## config.mk

```make
export PLATFORM = sky130hd
export DESIGN_NAME = axi_wr_queue_flat
export DESIGN_NICKNAME = d
export VERILOG_FILES = /design/src/rtl/axi_wr_queue_if.sv /design/src/rtl/axi_wr_queue.sv /design/src/flat_wrapper.sv
export SDC_FILE = /design/constraint.sdc
export NUM_CORES = 1
export LEC_CHECK = 0
export CAP_MARGIN = 20
export CORE_MARGIN = 1.5
export CORE_UTILIZATION = 45
export DETAILED_ROUTE_END_ITERATION = 7
export HOLD_SLACK_MARGIN = 0.03
export PLACE_DENSITY = 0.77
export SYNTH_ARGS = -nofsm -noshare
export SYNTH_HDL_FRONTEND = slang
export SYNTH_SLANG_ARGS = --single-unit
```

## constraint.sdc

```tcl
create_clock -name clk -period 25.2 [get_ports clk]
set_clock_uncertainty 0.2 [all_clocks]
set_input_delay 2.52 -clock clk [delete_from_list [all_inputs] [get_ports clk]]
set_output_delay 2.52 -clock clk [all_outputs]
set_load 0.005 [all_outputs]
```

## src/rtl/axi_wr_queue_if.sv

```systemverilog
// AXI write-channel bundle (AW/W/B) between the write queue and the interconnect.
//  master: drives AW/W payload and valids, bready; samples awready/wready/B response.
//  slave : the opposite direction (interconnect or bench side).
interface axi_wr_queue_if;
  logic [3:0]  awid;
  logic [31:0] awaddr;
  logic [7:0]  awlen;
  logic [2:0]  awsize;
  logic [1:0]  awburst;
  logic        awvalid;
  logic        awready;
  logic [3:0]  wid;
  logic [31:0] wdata;
  logic [3:0]  wstrb;
  logic        wlast;
  logic        wvalid;
  logic        wready;
  logic [3:0]  bid;
  logic [1:0]  bresp;
  logic        bvalid;
  logic        bready;

  modport master (
    output awid, awaddr, awlen, awsize, awburst, awvalid,
    output wid, wdata, wstrb, wlast, wvalid, bready,
    input  awready, wready, bid, bresp, bvalid
  );

  modport slave (
    input  awid, awaddr, awlen, awsize, awburst, awvalid,
    input  wid, wdata, wstrb, wlast, wvalid, bready,
    output awready, wready, bid, bresp, bvalid
  );
endinterface

```

## src/rtl/axi_wr_queue.sv

```systemverilog
// Write-back queue + AXI write master for the dcache path.
// Buffers up to DEPTH writes (full lines or single words) and drains them in
// order, one AW/W/B transaction at a time. chk_hit flags a pending write to the
// same cache line as chk_addr so reads stall only on a real conflict.
// Ports:
//  clk, reset           clock, synchronous active-high reset
//  wr_req/wr_type/wr_addr/wr_wstrb/wr_data, wr_rdy   enqueue side
//  chk_addr, chk_hit    same-line hazard lookup (combinational)
//  empty                no entries queued and FSM idle
//  wr_err               sticky error from any non-OKAY bresp
//  axi                  AXI write channels (master modport)
module axi_wr_queue #(
  parameter int         DEPTH      = 4,
  parameter int         LINE_WORDS = 4,
  parameter logic [3:0] AXI_ID     = 4'd1
) (
  input  logic                      clk,
  input  logic                      reset,
  input  logic                      wr_req,
  input  logic [2:0]                wr_type,
  input  logic [31:0]               wr_addr,
  input  logic [3:0]                wr_wstrb,
  input  logic [32*LINE_WORDS-1:0]  wr_data,
  output logic                      wr_rdy,
  input  logic [31:0]               chk_addr,
  output logic                      chk_hit,
  output logic                      empty,
  output logic                      wr_err,
  axi_wr_queue_if.master            axi
);
  localparam int PW  = $clog2(DEPTH);
  localparam int BW  = $clog2(LINE_WORDS);
  localparam int OFF = BW + 2;

  typedef struct packed {
    logic [31:0]                  addr;
    logic                         line;
    logic [2:0]                   size;
    logic [3:0]                   strb;
    logic [LINE_WORDS-1:0][31:0]  data;
  } entry_t;

  typedef enum logic [1:0] {S_IDLE, S_AW, S_W, S_B} state_t;

  state_t          state_q, state_d;
  logic [PW-1:0]   head_q, head_d, tail_q, tail_d;
  logic [PW:0]     count_q, count_d;
  logic [BW-1:0]   beat_q, beat_d;
  logic            err_q, err_d;
  entry_t          slot_q [DEPTH];
  entry_t          slot_d;
  entry_t          hd;
  logic            push, pop, last_beat;
  logic [7:0]      hd_len;

  // Low line-offset bits never take part in the hazard compare.
  logic unused_ok;
  assign unused_ok = ^chk_addr[OFF-1:0];

  assign hd        = slot_q[head_q];
  assign hd_len    = hd.line ? 8'(LINE_WORDS - 1) : 8'd0;
  assign last_beat = ({{(8-BW){1'b0}}, beat_q} == hd_len);
  assign wr_rdy    = ~reset & (count_q < (PW+1)'(DEPTH));
  assign push      = wr_req & wr_rdy;
  // Only a response carrying our ID retires the head entry.
  assign pop       = ~reset & (state_q == S_B) & axi.bvalid & (axi.bid == AXI_ID);

  // Entry built from the request bus.
  always_comb begin
    slot_d      = '0;
    slot_d.addr = wr_addr;
    slot_d.line = (wr_type == 3'b100);
    slot_d.size = slot_d.line ? 3'b010 : wr_type;
    slot_d.strb = slot_d.line ? 4'hf : wr_wstrb;
    slot_d.data = wr_data;
  end

  // State register
  always_ff @(posedge clk) begin
    if (reset) begin
      state_q <= S_IDLE;
      head_q  <= '0;
      tail_q  <= '0;
      count_q <= '0;
      beat_q  <= '0;
      err_q   <= 1'b0;
    end else begin
      state_q <= state_d;
      head_q  <= head_d;
      tail_q  <= tail_d;
      count_q <= count_d;
      beat_q  <= beat_d;
      err_q   <= err_d;
    end
  end

  // Payload storage needs no reset: occupancy is tracked by head/count.
  always_ff @(posedge clk) begin
    if (push) slot_q[tail_q] <= slot_d;
  end

  // Next-state logic
  always_comb begin
    state_d = state_q;
    beat_d  = beat_q;
    head_d  = head_q + PW'(pop);
    tail_d  = tail_q + PW'(push);
    count_d = count_q;
    if (push && !pop) count_d = count_q + 1'b1;
    if (pop && !push) count_d = count_q - 1'b1;
    err_d   = err_q | (pop & (axi.bresp != 2'b00));
    case (state_q)
      S_IDLE: if (count_q != '0) begin
        state_d = S_AW;
        beat_d  = '0;
      end
      S_AW: if (axi.awready) state_d = S_W;
      S_W: if (axi.wready) begin
        if (last_beat) state_d = S_B;
        else           beat_d  = beat_q + 1'b1;
      end
      S_B: if (pop) state_d = S_IDLE;
      default: state_d = S_IDLE;
    endcase
  end

  // Outputs; handshakes are masked while reset is held so nothing escapes
  // from an abandoned burst.
  always_comb begin
    axi.awid    = AXI_ID;
    axi.awaddr  = hd.addr;
    axi.awlen   = hd_len;
    axi.awsize  = hd.size;
    axi.awburst = 2'b01;
    axi.wid     = AXI_ID;
    axi.wdata   = hd.data[beat_q];
    axi.wstrb   = hd.strb;
    axi.awvalid = ~reset & (state_q == S_AW);
    axi.wvalid  = ~reset & (state_q == S_W);
    axi.wlast   = ~reset & (state_q == S_W) & last_beat;
    axi.bready  = ~reset & (state_q == S_B);
    empty       = reset | ((count_q == '0) & (state_q == S_IDLE));
    wr_err      = ~reset & err_q;
  end

  // Hazard lookup: occupied slots are the count_q entries starting at head.
  always_comb begin
    logic [PW-1:0] off;
    off     = '0;
    chk_hit = push & (wr_addr[31:OFF] == chk_addr[31:OFF]);
    for (int i = 0; i < DEPTH; i++) begin
      off = PW'(i) - head_q;
      if (({1'b0, off} < count_q) && (slot_q[i].addr[31:OFF] == chk_addr[31:OFF]))
        chk_hit = 1'b1;
    end
    if (reset) chk_hit = 1'b0;
  end
endmodule

```

## src/flat_wrapper.sv

```systemverilog
// flat-port wrapper written by rule: the top's interface ports become plain ports
module axi_wr_queue_flat 
#(
  parameter int         DEPTH      = 4,
  parameter int         LINE_WORDS = 4,
  parameter logic [3:0] AXI_ID     = 4'd1
)
  (clk, reset, wr_req, wr_type, wr_addr, wr_wstrb, wr_data, wr_rdy, chk_addr, chk_hit, empty, wr_err, axi_awid, axi_awaddr, axi_awlen, axi_awsize, axi_awburst, axi_awvalid, axi_wid, axi_wdata, axi_wstrb, axi_wlast, axi_wvalid, axi_bready, axi_awready, axi_wready, axi_bid, axi_bresp, axi_bvalid);
  axi_wr_queue_if axi_i ();
  input  logic clk;
  input  logic reset;
  input  logic wr_req;
  input  logic [2:0] wr_type;
  input  logic [31:0] wr_addr;
  input  logic [3:0] wr_wstrb;
  input  logic [32*LINE_WORDS-1:0] wr_data;
  output logic wr_rdy;
  input  logic [31:0] chk_addr;
  output logic chk_hit;
  output logic empty;
  output logic wr_err;
  output wire logic [$bits(axi_i.awid)-1:0] axi_awid;
  output wire logic [$bits(axi_i.awaddr)-1:0] axi_awaddr;
  output wire logic [$bits(axi_i.awlen)-1:0] axi_awlen;
  output wire logic [$bits(axi_i.awsize)-1:0] axi_awsize;
  output wire logic [$bits(axi_i.awburst)-1:0] axi_awburst;
  output wire logic [$bits(axi_i.awvalid)-1:0] axi_awvalid;
  output wire logic [$bits(axi_i.wid)-1:0] axi_wid;
  output wire logic [$bits(axi_i.wdata)-1:0] axi_wdata;
  output wire logic [$bits(axi_i.wstrb)-1:0] axi_wstrb;
  output wire logic [$bits(axi_i.wlast)-1:0] axi_wlast;
  output wire logic [$bits(axi_i.wvalid)-1:0] axi_wvalid;
  output wire logic [$bits(axi_i.bready)-1:0] axi_bready;
  input wire logic [$bits(axi_i.awready)-1:0] axi_awready;
  input wire logic [$bits(axi_i.wready)-1:0] axi_wready;
  input wire logic [$bits(axi_i.bid)-1:0] axi_bid;
  input wire logic [$bits(axi_i.bresp)-1:0] axi_bresp;
  input wire logic [$bits(axi_i.bvalid)-1:0] axi_bvalid;
  assign axi_awid = axi_i.awid;
  assign axi_awaddr = axi_i.awaddr;
  assign axi_awlen = axi_i.awlen;
  assign axi_awsize = axi_i.awsize;
  assign axi_awburst = axi_i.awburst;
  assign axi_awvalid = axi_i.awvalid;
  assign axi_wid = axi_i.wid;
  assign axi_wdata = axi_i.wdata;
  assign axi_wstrb = axi_i.wstrb;
  assign axi_wlast = axi_i.wlast;
  assign axi_wvalid = axi_i.wvalid;
  assign axi_bready = axi_i.bready;
  assign axi_i.awready = axi_awready;
  assign axi_i.wready = axi_wready;
  assign axi_i.bid = axi_bid;
  assign axi_i.bresp = axi_bresp;
  assign axi_i.bvalid = axi_bvalid;
  axi_wr_queue #(.DEPTH(DEPTH), .LINE_WORDS(LINE_WORDS), .AXI_ID(AXI_ID)) u_core (.clk(clk), .reset(reset), .wr_req(wr_req), .wr_type(wr_type), .wr_addr(wr_addr), .wr_wstrb(wr_wstrb), .wr_data(wr_data), .wr_rdy(wr_rdy), .chk_addr(chk_addr), .chk_hit(chk_hit), .empty(empty), .wr_err(wr_err), .axi(axi_i));
endmodule
```

### Word-level counts from Yosys, hierarchy flattened

Memories as Yosys holds them, arrays and structs flattened. A register that Yosys moved wholly into a read port is not among the register bits.
Cells that the tools add are included.

* register bits after elaboration: 12
* bits in writable memories: 672
* bits of input ports: 211
* output and inout bits: 97
* word-level logic and storage cells: 95
* memories: 1

* $add $sub $neg: 9
* $lt $le $gt $ge: 6
* equality and inequality tests: 17
* muxes and demuxes: 25
* bitwise operators: 15
* reduce and logical (&&, ||, !) cells: 16

Memory list
* u_core.slot_q: words 4, width 168, rd ports 5, clocked after Yosys merged registers in 1, write ports 1, line axi_wr_queue.sv:50 `entry_t slot_q [DEPTH];`

Operators by type and width (number)
* $eq 28x28->1: 5
* $bmux 32 s2: 1
* $mux 32: 1
* $mux 2: 10
* $and 1x1->1: 12
* $lt 2x3->1: 4
* $mux 3: 3
* $eq 2x8->1: 1
* $pmux 2 s4: 1
* $mux 1: 7
* $logic_and 1x1->1: 6
* $ne 2x1->1 const B: 3
* $ne 2x2->1 const B: 3
* $reduce_bool 2->1: 3
* $reduce_and 5->1: 1
* $add 2x1->2: 2
* $eq 2x2->1 const B: 2
* $eq 4x1->1 const B: 1
* $mux 4: 1
* $pmux 2 s2: 1
* $reduce_and 4->1: 1
* $sub 1x2->2 const A: 2
* $sub 2x2->2 const A: 2
* $add 3x1->3 const B: 1
* other kinds (12): 14

### Logic depth before layout (Yosys ltp)

* depth after elaboration: 9
* depth in mapped cells: 12
* depth with buffers taken out: 10

### Worst setup path before layout

No wires, ideal clock.

* path type: input -> register
* start: in reset
* end: mem u_core.slot_q[1][0] (netlist name) (enable)
* library setup time: 0.936 ns
* arrival: 15.145 ns
* required time: 24.064 ns
* path slack: 8.919 ns
* cell stages on the path: 4
* buffers on the path: 1
* cell sequence: buf_6 > nor2_1 > nand2_1 > nor3b_1

* longest elaborated chain between the ends: 5

Ends and longest elaborated chain
* start, declared: line flat_wrapper.sv:11 `input logic reset;`
* $not 1->1: line axi_wr_queue.sv:63 `assign wr_rdy = ~reset & (count_q < (PW+1)'(DEPTH));`
* $and 1x1->1: line axi_wr_queue.sv:63
* named net wr_rdy: line flat_wrapper.sv:17 `output logic wr_rdy;`
* $and 1x1->1: line axi_wr_queue.sv:64 `assign push = wr_req & wr_rdy;`
* $mux 1: line axi_wr_queue.sv:99 `if (push) slot_q[tail_q] <= slot_d;`
* $mux 1 (implied by the code): line axi_wr_queue.sv:99
* end, declared: line axi_wr_queue.sv:50

The timed path passes the listed nets, and every way through them passes these cells.

### Worst setup path in the final report

* start: in chk_addr[11]
* end: out chk_hit

* longest elaborated chain between the ends: 7
* elaborated cells between the ends (all ways): 15
* those cells by class: eq/ne (5); mux (5); bitwise (1); reduce/logical (4)

Ends and longest elaborated chain
* start, declared: line flat_wrapper.sv:18 `input logic [31:0] chk_addr;`
* $eq 28x28->1, on equally long branches: line axi_wr_queue.sv:150, axi_wr_queue.sv:153
* $and 1x1->1 or $logic_and 1x1->1 (tied branches): line axi_wr_queue.sv:150, axi_wr_queue.sv:153
* $mux 1 (3 in a row): line axi_wr_queue.sv:153 `if (({1'b0, off} < count_q) && (slot_q[i].addr[31:OFF] == chk_addr[31:OFF]))`
* $mux 1 (*): line axi_wr_queue.sv:153
* $mux 1 (*): line axi_wr_queue.sv:156 `if (reset) chk_hit = 1'b0;`
* end, declared: line flat_wrapper.sv:19 `output logic chk_hit;`

Mark *: on every way between the ends. The rest lies on a longest branch, timed or not.

==> summary.json <==
{
  "p_seq_frac": 0.528,
  "cts_htree_levels": 3,
  "regToRegSetupSlack_ps": 21620,
  "number_of_buffers_added_for_setup_after_cts": 0,
  "fillCellCount": 4415,
  "setup_total_negative_slack_ps": 0,
  "grt_pass1_vias": 14200,
  "core-area_um2": 60500,
  "synth_top_family_by_area": "multiplexers",
  "root_buffer": "sky130_fd_sc_hd__clkbuf_16",
  "summed_instance_area_of_the_synthesized_netlist_um2": 27600,
  "pwr-share-clk": 0.405,
  "path_clk_slew_ps": 50,
  "port_buffers": 287,
  "grt_busiest_layer": "met2",
  "most_area_consuming_cells_after_synthesis": "sky130_fd_sc_hd__edfxtp_1 (73%), sky130_fd_sc_hd__mux4_2 (16%), sky130_fd_sc_hd__xor2_1 (2.7%)",
  "routed_via_density": 5.54,
  "critical_path_class": "in -> out",
  "floorplan.rows": 90,
  "power.internal_w": 0.00193,
  "largest_net_degree_at_the_start_of_global_routing": 68,
  "post_synthesis_compound_gate_area_fraction": 0.00613,
  "drt_pass1_iterations": 5,
  "synth_top_area_share": 0.732,
  "area_growth_syn_to_layout_pct": 21.3,
  "cp-end-kind": "output pin",
  "cpPeakStageDelay_ps": 700,
  "die-area_um2": 62800,
  "cts-buffers-inserted": 70,
  "cts.sink_count": 684,
  "area_of_the_multi_input_gates_um2": 6720,
  "detailedPlacementHpwl_um": 36900,
  "dp_slack_ps": 17280,
  "avgRoutedWirePerCell_um": 24.5,
  "critical_path_peak_fanout": 5,
  "crit_chain": "clkdlybuf4s50_1 > xor2_1 > nor4_1 > nand4_1 > nor4_1 > a41oi_1 > a21oi_1 > clkdlybuf4s50_1",
  "synth_warnings": 0,
  "comb_power_share": 0.067,
  "critical_path_arrival_ps": 5300,
  "yosysUniqueCellTypes": 42,
  "groute.layer.met3.usage": 0.0661,
  "remaining_drc_errors": 0,
  "startpoint_type": "input pin",
  "final_layout_size_suffix_gt1_frac": 0.208,
  "cell_with_the_most_instances_after_synthesis": "sky130_fd_sc_hd__edfxtp_1",
  "max_cap_viol_count": 0,
  "yosys-mux-area-fraction": 0.164,
  "tightestPinTransition_ps": 1020,
  "cts_tree": "yes",
  "floorplan.die.height_um": 251,
  "postRouteWirelength_um": 59000,
  "clock_insertion_delay_worst_skew_ps": 600,
  "pins_over_slew_limit": 0,
  "layout.area.seq_um2": 20400,
  "final_net_count": 1791,
  "power.net_switching_w": 0.000508,
  "sw_frac_of_total": 0.208,
  "ctsHoldBuffers": 0,
  "rsz0062_at_grt": "no",
  "grt_overflow_total": 0,
  "synth_enable_flop_cells": 672,
  "global_route_track_usage_on_met2": 0.310,
  "groute.usage.overall": 0.190,
  "async_reset_ff_frac": 0,
  "cell_type_with_the_largest_total_area_after_synthesis": "sky130_fd_sc_hd__edfxtp_1",
  "synth-xor-area-share": 0.0461,
  "required_time_of_the_critical_path_ps": 22480,
  "synth_simple_gate_area_frac": 0.0191,
  "post_cts_resized": 0,
  "power.density_cell_area_nw_per_um2": 72.8,
  "number_of_top_level_pins": 308,
  "layout_setup_ws_ps": 17180,
  "number_of_design_rule_violations_left_by_the_first_detailed_router_iteration": 929,
  "period_minus_slack_ps": 8020,
  "die_w_um": 251,
  "outcome": "completed",
  "route.vias.total": 13331,
  "yosys.area_share.adder": 0.00572,
  "synthTopCellsByCount": "sky130_fd_sc_hd__edfxtp_1 (672), sky130_fd_sc_hd__mux4_2 (200), sky130_fd_sc_hd__xor2_1 (86), sky130_fd_sc_hd__xnor2_1 (59), sky130_fd_sc_hd__clkbuf_1 (47)",
  "antenna_found_initial": 13,
  "maxClockFrequency_mhz": 125,
  "drtAntennaViolNets": 0,
  "seq_area_frac_synth": 0.741,
  "final_weighted_congestion_of_routability_driven_global_placement": 0.888,
  "ys.flop_type": "sky130_fd_sc_hd__edfxtp_1",
  "leakagePower_nw": 10.4,
  "finalHoldViolations": 0,
  "finalSetupViolations": 0,
  "critical_path.slowest_cell": "sky130_fd_sc_hd__nor4_1",
  "syn_inst": 1267,
  "post-route-period-util": 0.318,
  "timing.slew.headroom": 0.321,
  "worst_hold_path_type": "reg -> reg",
  "vdd_drop_max_mv": 0.0648,
  "initial_utilization": 0.456,
  "grt_pass1_wl_um": 88400,
  "avgSynthCellArea_um2": 21.8,
  "met1_usage": 0.241,
  "ys_seq_elements": 684,
  "cts-root-to-sink-buffers": 3
}
[area by class of cell]
class,instances,area share
multi-input combinational,490,0.201
timing repair buffer,309,0.0920
clock inverter,39,0.0105
sequential,684,0.611
clock buffer,86,0.0551
antenna,3,0.000224
inverter,13,0.00146
tap,782,0.0292
[registers in the layout (all words and copies together) (netlist names)]
| signal | count |
|---|---|
| u_core.slot_q | 672 |
| u_core.beat_q | 2 |
| u_core.tail_q | 2 |
| u_core.err_q | 1 |
| u_core.state_q | 2 |
| u_core.head_q | 2 |
| u_core.count_q | 3 |
[path summary, 6_finish.rpt]
kind / start / end / cells past startpoint
setup / recovery: chk_addr[11] / chk_hit / 8
hold / removal: u_core.err_q$_SDFF_PP0_ / u_core.err_q$_SDFF_PP0_ / 2
setup reg to reg: u_core.count_q[2]$_SDFFE_PP0P_ / u_core.slot_q[3][124]$_DFFE_PP_ / 6
hold reg to reg: u_core.err_q$_SDFF_PP0_ / u_core.err_q$_SDFF_PP0_ / 2
[cells by family after synthesis]
| family | Yosys count |
|---|---|
| AO/OA/AOI/OAI | 27 |
| XOR/XNOR | 145 |
| adder cells (fa/ha/maj) | 12 |
| buffers and inverters | 107 |
| flip-flops | 684 |
| multiplexers | 201 |
| other | 2 |
| AND/OR/NAND/NOR | 89 |
[layer usage]
metal / vias to the layer above / share of wire
met5: - / 0.0022
met4: 20 / 0.023
met3: 110 / 0.094
met2: 516 / 0.50
met1: 6897 / 0.39
li1: 5788 / -
[metrics by stage]
| stage | utilization | cell area, um2 | cells | total power [W] | hold slack [ps] |
|---|---|---|---|---|---|
| 6_report | 0.553 | 33500 | 2406 | 0.00244 | 269 |
| 5_1_grt | 0.553 | 33500 | 2404 | 0.00252 | 294 |
| 3_5_place_dp | 0.517 | 31300 | 2278 | 0.00148 | 259 |
| 3_3_place_gp | 0.516 | 31200 | 2276 | 0.00147 | 249 |
| 2_1_floorplan | - | 27600 | 1281 | 0.00139 | 232 |
| 4_1_cts | 0.553 | 33400 | 2403 | 0.00247 | 266 |
[layout by cell type, fill, tap and decap left out, types with 2 or more instances in the layout]
master	netlist	final
sky130_fd_sc_hd__buf_4	17	20
sky130_fd_sc_hd__clkdlybuf4s50_1	0	287
sky130_fd_sc_hd__nor4_1	26	26
sky130_fd_sc_hd__ha_1	11	11
sky130_fd_sc_hd__clkinv_2	0	10
sky130_fd_sc_hd__and2b_1	2	2
sky130_fd_sc_hd__mux4_2	200	200
sky130_fd_sc_hd__edfxtp_1	672	672
sky130_fd_sc_hd__nor2b_1	3	3
sky130_fd_sc_hd__buf_16	0	2
sky130_fd_sc_hd__inv_6	0	3
sky130_fd_sc_hd__a21oi_1	10	10
sky130_fd_sc_hd__clkinv_8	0	2
sky130_fd_sc_hd__or2_2	6	6
sky130_fd_sc_hd__clkbuf_16	0	71
sky130_fd_sc_hd__a211oi_1	2	2
sky130_fd_sc_hd__dfxtp_1	12	8
sky130_fd_sc_hd__inv_16	0	2
sky130_fd_sc_hd__nor2_1	14	14
sky130_fd_sc_hd__o21ai_0	8	8
sky130_fd_sc_hd__dfxtp_4	0	3
sky130_fd_sc_hd__conb_1	2	16
sky130_fd_sc_hd__xnor2_1	59	59
sky130_fd_sc_hd__inv_1	13	13
sky130_fd_sc_hd__nand2_1	5	5
sky130_fd_sc_hd__nor3_1	4	3
sky130_fd_sc_hd__clkinvlp_4	0	3
sky130_fd_sc_hd__clkbuf_1	47	14
sky130_fd_sc_hd__nor3b_2	0	2
sky130_fd_sc_hd__xor2_1	86	86
sky130_fd_sc_hd__clkinv_1	0	14
sky130_fd_sc_hd__diode_2	0	3
sky130_fd_sc_hd__nand4_1	17	17
sky130_fd_sc_hd__bufinv_16	0	4
[power by group through the flow]
stage                     Sequential [W]  Clock (W)  Combinational [W]
final                            0.00129   0.000986           0.000164
after global routing             0.00129    0.00106           0.000176
after CTS                        0.00129    0.00101           0.000167
after detailed placement         0.00131          0           0.000166
after global placement           0.00131          0           0.000159
after floorplan                  0.00132          0          0.0000757
[worst max-delay path, delay by kind of cell]
kind                      cells  cell delay (ps)
xor gates and xnor gates      1              210
and+or+nand+nor               3             1280
buffers and inverters         2             1060
AOI/OAI and AO/OA             2              240
Power figures use the tool's default switching activity.
